[src/rtl/rot_queue_pkg.sv]
// Shared defaults and entry type for the rotating multi-lane alignment queue.
package rot_queue_pkg;

  localparam int unsigned DEPTH_DEF  = 16;
  localparam int unsigned LANES_DEF  = 4;
  localparam int unsigned DATA_W_DEF = 32;

  typedef logic [DATA_W_DEF-1:0] entry_t;

endpackage

[src/rtl/circ_window_rotate.sv]
// Combinational barrel right-rotate of the storage array by the head pointer;
// the lowest LANES entries of the result form the head-aligned window.
module circ_window_rotate #(
  parameter int unsigned DEPTH  = 16,
  parameter int unsigned LANES  = 4,
  parameter int unsigned DATA_W = 32
) (
  input  logic [DEPTH*DATA_W-1:0]   entries,
  input  logic [$clog2(DEPTH)-1:0]  shift,
  output logic [LANES*DATA_W-1:0]   window
);

  localparam int unsigned SW = $clog2(DEPTH);

  logic [DATA_W-1:0] stg [SW+1][DEPTH];

  always_comb begin
    window = '0;
    for (int unsigned k = 0; k < DEPTH; k++) begin
      stg[0][k] = entries[k*DATA_W +: DATA_W];
    end
    // Stage s rotates by 2**s entries when shift bit s is set; index wraps mod DEPTH.
    for (int unsigned s = 0; s < SW; s++) begin
      for (int unsigned k = 0; k < DEPTH; k++) begin
        stg[s+1][k] = shift[s] ? stg[s][SW'(k + (32'd1 << s))] : stg[s][k];
      end
    end
    for (int unsigned k = 0; k < LANES; k++) begin
      window[k*DATA_W +: DATA_W] = stg[SW][k];
    end
  end

endmodule

[src/rtl/rot_align_queue.sv]
// Multi-lane circular queue: up to LANES pushes and pops per cycle, with a
// head-aligned output window driven purely from registered state.
module rot_align_queue
  import rot_queue_pkg::*;
#(
  parameter int unsigned DEPTH  = DEPTH_DEF,
  parameter int unsigned LANES  = LANES_DEF,
  parameter int unsigned DATA_W = DATA_W_DEF
) (
  input  logic                         clock,
  input  logic                         reset_n,
  input  logic                         flush,
  input  logic [$clog2(LANES+1)-1:0]   enq_cnt,
  input  logic [LANES*DATA_W-1:0]      enq_data,
  input  logic [$clog2(LANES+1)-1:0]   deq_cnt,
  output logic [LANES-1:0]             out_valid,
  output logic [LANES*DATA_W-1:0]      out_data,
  output logic [$clog2(DEPTH+1)-1:0]   free_slots,
  output logic [$clog2(DEPTH+1)-1:0]   count,
  output logic                         err
);

  localparam int unsigned PW = $clog2(DEPTH);
  localparam int unsigned CW = $clog2(DEPTH+1);

  logic [DATA_W-1:0]       mem [DEPTH];
  logic [DEPTH*DATA_W-1:0] mem_flat;
  logic [PW-1:0]           head;
  logic [PW-1:0]           tail;
  logic [CW-1:0]           cnt;
  logic                    err_q;

  logic                    enq_ok;
  logic                    deq_ok;
  logic [CW-1:0]           free_w;
  logic [CW-1:0]           enq_add;
  logic [CW-1:0]           deq_sub;

  assign free_w  = CW'(DEPTH) - cnt;
  assign enq_ok  = CW'(enq_cnt) <= free_w;
  assign deq_ok  = CW'(deq_cnt) <= cnt;
  assign enq_add = enq_ok ? CW'(enq_cnt) : '0;
  assign deq_sub = deq_ok ? CW'(deq_cnt) : '0;

  always_ff @(posedge clock or negedge reset_n) begin
    if (!reset_n) begin
      head  <= '0;
      tail  <= '0;
      cnt   <= '0;
      err_q <= 1'b0;
    end else if (flush) begin
      head <= '0;
      tail <= '0;
      cnt  <= '0;
    end else begin
      if (enq_ok) tail <= tail + PW'(enq_cnt);
      if (deq_ok) head <= head + PW'(deq_cnt);
      cnt <= cnt + enq_add - deq_sub;
      if (!enq_ok || !deq_ok) err_q <= 1'b1;
    end
  end

  // Storage has no reset; stale entries are hidden by the pointers and count.
  always_ff @(posedge clock) begin
    if (!flush && enq_ok) begin
      for (int unsigned i = 0; i < LANES; i++) begin
        if (i < 32'(enq_cnt)) mem[tail + PW'(i)] <= enq_data[i*DATA_W +: DATA_W];
      end
    end
  end

  for (genvar k = 0; k < DEPTH; k++) begin : g_flat
    assign mem_flat[k*DATA_W +: DATA_W] = mem[k];
  end

  circ_window_rotate #(
    .DEPTH  (DEPTH),
    .LANES  (LANES),
    .DATA_W (DATA_W)
  ) u_rotate (
    .entries (mem_flat),
    .shift   (head),
    .window  (out_data)
  );

  always_comb begin
    out_valid = '0;
    for (int unsigned k = 0; k < LANES; k++) begin
      out_valid[k] = cnt > CW'(k);
    end
  end

  assign free_slots = free_w;
  assign count      = cnt;
  assign err        = err_q;

endmodule

[config.mk]
export PLATFORM = sky130hd
export DESIGN_NAME = rot_align_queue
export DESIGN_NICKNAME = d
export VERILOG_FILES = /design/src/rtl/rot_queue_pkg.sv /design/src/rtl/circ_window_rotate.sv /design/src/rtl/rot_align_queue.sv
export SDC_FILE = /design/constraint.sdc
export NUM_CORES = 2
export LEC_CHECK = 0
export BUFFER_PORTS_ARGS = -buffer_cell sky130_fd_sc_hd__buf_2
export CAP_MARGIN = 20
export CELL_PAD_IN_SITES_DETAIL_PLACEMENT = 1
export CELL_PAD_IN_SITES_GLOBAL_PLACEMENT = 1
export CORE_ASPECT_RATIO = 0.8
export CORE_MARGIN = 8
export CORE_UTILIZATION = 50
export CTS_CLUSTER_DIAMETER = 120
export DETAILED_ROUTE_END_ITERATION = 10
export GPL_TIMING_DRIVEN = 1
export MAX_ROUTING_LAYER = met4
export PLACE_DENSITY = 0.9
export SYNTH_ARGS = -nofsm -noshare
export SYNTH_HDL_FRONTEND = slang
export SYNTH_SLANG_ARGS = --single-unit
export TNS_END_PERCENT = 100
[constraint.sdc]
create_clock -name clock -period 7.15 [get_ports clock]
set_clock_uncertainty 0.15 [all_clocks]
set_input_delay 0.715 -clock clock [delete_from_list [all_inputs] [get_ports clock]]
set_output_delay 0.715 -clock clock [all_outputs]
set_load 0.005 [all_outputs]
==> run summary <==
Slew Limit Fails: 0
1st-iter DRT viols: 10000
total CTS buffers: 61
startpoint types: flop
asr flop ratio synth: 2.66%
worst path required time: 7.38 ns
P per Cell Area: 437 mW/mm^2
CTS root buffer: clkbuf_16
fin crit share: 76.4%
most common cell after layout, fill and taps aside: mux2i_1
Max Cap Viol: 0
final net count: 4275
crit path DAT: 5.69 ns
number of synthesized flops with an enable pin: 512
Yosys cell types: 70
Synth Area in Compound Gates: 22.7%
WHS Endpoint: err$_DFFE_PN0P_
Synth Area in Simple Gates: 4.55%
worst hold path cell count: 1
Setup crit start: tail[1]$_DFFE_PN0P_
Reg area: 0.0157 sq mm
Yosys top cell by area: edfxtp_1
CP endpoint kind: flop
VDD IR max: 0.388 mV
Core ar.: 0.0909 sq mm
RSZ-0062 raised after global routing: false
HP Class: flop to flop
Die Footprint: 0.102 sq mm
H-tree levels: 2
pre-CTS setup slack: 2.17 ns
Synth Area in Adders: 0.929%
die width: 354 um
hold path start: err$_DFFE_PN0P_
crit path kind: flop to flop
initial antenna violation count: 19
leading post-synthesis cells by cell area: edfxtp_1 (34%), mux2i_1 (18%), mux4_2 (13%), o22ai_1 (6.6%), o2bb2ai_1 (4.3%)
Syn Nets: 4492
gate count of the mapped netlist: 4324
total track usage: 44.0%
fin crit period: 5.46 ns
largest net degree at the start of global routing: 145
Post-Syn Area per Cell: 10.6 sq um
sequential fraction of the synthesis area: 34.3%
Starting Density: 50.4%
slew margin rel.: 10.2%
area share of the largest cell type after synthesis: 33.6%
failing checks: design-rule violations
Primary FF master, synth: edfxtp_1
clk slew on worst S/H paths: 0.07 ns
grt ovf: 0
Avg WL per Cell: 42.5 um
synthesized cell area: 0.0458 sq mm
dpl hpwl: 141 mm
Via-to-Cell Ratio: 8.69
Max Clk Rate: 183 MHz
largest family of logic cells by synthesized area: multiplexers
commonest cells after routing, fill and taps aside: mux2i_1 (803), edfxtp_1 (512), o22ai_1 (483)
I/O Buffers: 279
vias in the first global route: 47100
Final Wtd Congestion: 0.997
setup TNS: 0 ns
clk sinks: 526
DR vias: 46900
layout cell share with drive strength beyond 1: 20.9%
area grow syn2layout: 8.27%
global-route wire length before repair: 326 mm
drc violations: 1
post-synthesis xor/xnor area fraction: 0.287%
first-pass iteration count of the detailed router: 11
run status: finished, violations left
Fillers: 9505
yosys warns: 0
Reg-to-Reg End: mem[11][2]$_DFFE_PP_
final setup violating endpoints: 0
area taken by multi-input logic gates: 0.0273 sq mm
Crit Path Max Fanout: 33
mux share of post-synthesis cell area: 30.2%
slew of the pin with the lowest slew margin: 1.34 ns
Die H: 287 um
I/O pins: 280
total wire length: 229 mm
r2r setup slk: 1.69 ns
CTS tree: yes
Final ANT Viol Nets: 0
post-CTS setup buffers: 0
r2r startpoint: tail[1]$_DFFE_PN0P_
Lkg Pwr: 16.2 nW
R2R cell count: 9
Worst-Skew Late Latency: 0.68 ns
fin worst setup slack: 1.69 ns
Design Power: 21.7 mW
maximum clock insertion buffer count: 3
cell row count: 99
Final Hold Viols: 0
synthesized flop and latch total: 526
==> Yosys cell counts, types with 8 or more instances <==
cell type	count
nand3_1	41
buf_6	9
ha_1	26
mux2i_1	803
o211ai_1	33
nand2_1	275
o22ai_1	483
buf_1	91
o2bb2ai_1	224
nor2_1	55
a31oi_1	128
clkbuf_1	430
mux4_2	256
inv_1	59
buf_2	163
and3_1	33
o21ai_0	8
a21oi_1	207
a211oi_1	140
edfxtp_1	512
a211oi_2	37
o32ai_1	32
buf_4	15
a221oi_1	126
dfrtp_1	14
nor3_1	8
==> layout make-up <==
type,count,area share [%]
inverters,61,0.482
well taps,1212,3.06
clock inverters,38,0.848
clock buffers,77,3.20
diodes,26,0.131
flip-flops and latches,526,31.7
repair buffers,428,5.42
multi-input cells,3029,55.1
==> logic make-up after synthesis <==
family                   Yosys count
XOR/XNOR                          12
AO/OA/AOI/OAI                   1462
multiplexers                    1060
adder cells (fa/ha/maj)           31
flip-flops                       526
AND/OR/NAND/NOR                  464
buffers and inverters            769
==> repair_timing <==
action	CTS	global route
hold buffers	1	0
hold endpoints to repair	14	0
gates resized for setup	0	0
==> registers in the layout, summed over array words and instances, names as in the netlist <==
name,count
mem,512
count,5
head,4
tail,4
err,1
==> critical path, stage by stage, from the launching register on <==
cell,delay (ns)
dfrtp_1,1.09
inv_1,0.28
ha_1,0.29
a21oi_1,0.38
mux2_2,0.51
o211ai_1,0.17
buf_4,0.75
and2_2,0.61
buf_4,0.69
a21oi_1,0.19
==> worst max-delay path by stage <==
| stage | endpoint | slack [ns] | cells past startpoint |
|---|---|---|---|
| after floorplan | mem[1][0]$_DFFE_PP_ | 2.15 | 11 |
| after global routing | mem[9][28]$_DFFE_PP_ | 1.83 | 12 |
| after CTS | mem[11][0]$_DFFE_PP_ | 2.09 | 9 |
| after global placement | mem[7][11]$_DFFE_PP_ | 2.38 | 12 |
| final | mem[11][2]$_DFFE_PP_ | 1.69 | 9 |
| after detailed placement | mem[11][4]$_DFFE_PP_ | 2.17 | 9 |
==> report_power, final <==
part	total [mW]	leakage, nW	internal (mW)	switching (mW)
registers	5.38	4.83	4.47	0.914
clock network	3.34	0.977	1.86	1.49
logic	12.9	10.4	4.85	8.10
==> through the flow <==
stage,std cells,util [%],area (sq um),hold slack (ns)
2_1_floorplan,4324,-,45800,0.269
3_3_place_gp,5246,52.1,47300,0.310
3_5_place_dp,5249,52.1,47400,0.310
4_1_cts,5365,54.3,49400,0.326
5_1_grt,5391,54.5,49600,0.350
6_report,5397,54.5,49600,0.321
==> layer usage <==
layer / vias up / track usage (%) / routed length, um / share of wire, %
li1: 17100 / - / - / -
met1: 22400 / 50.9 / 73100 / 32
met2: 5564 / 60.0 / 92000 / 40
met3: 1845 / 22.0 / 43500 / 19
met4: 0 / 28.2 / 20600 / 9.0
met5: - / - / 0 / 0
Power figures use the tool's default switching activity.
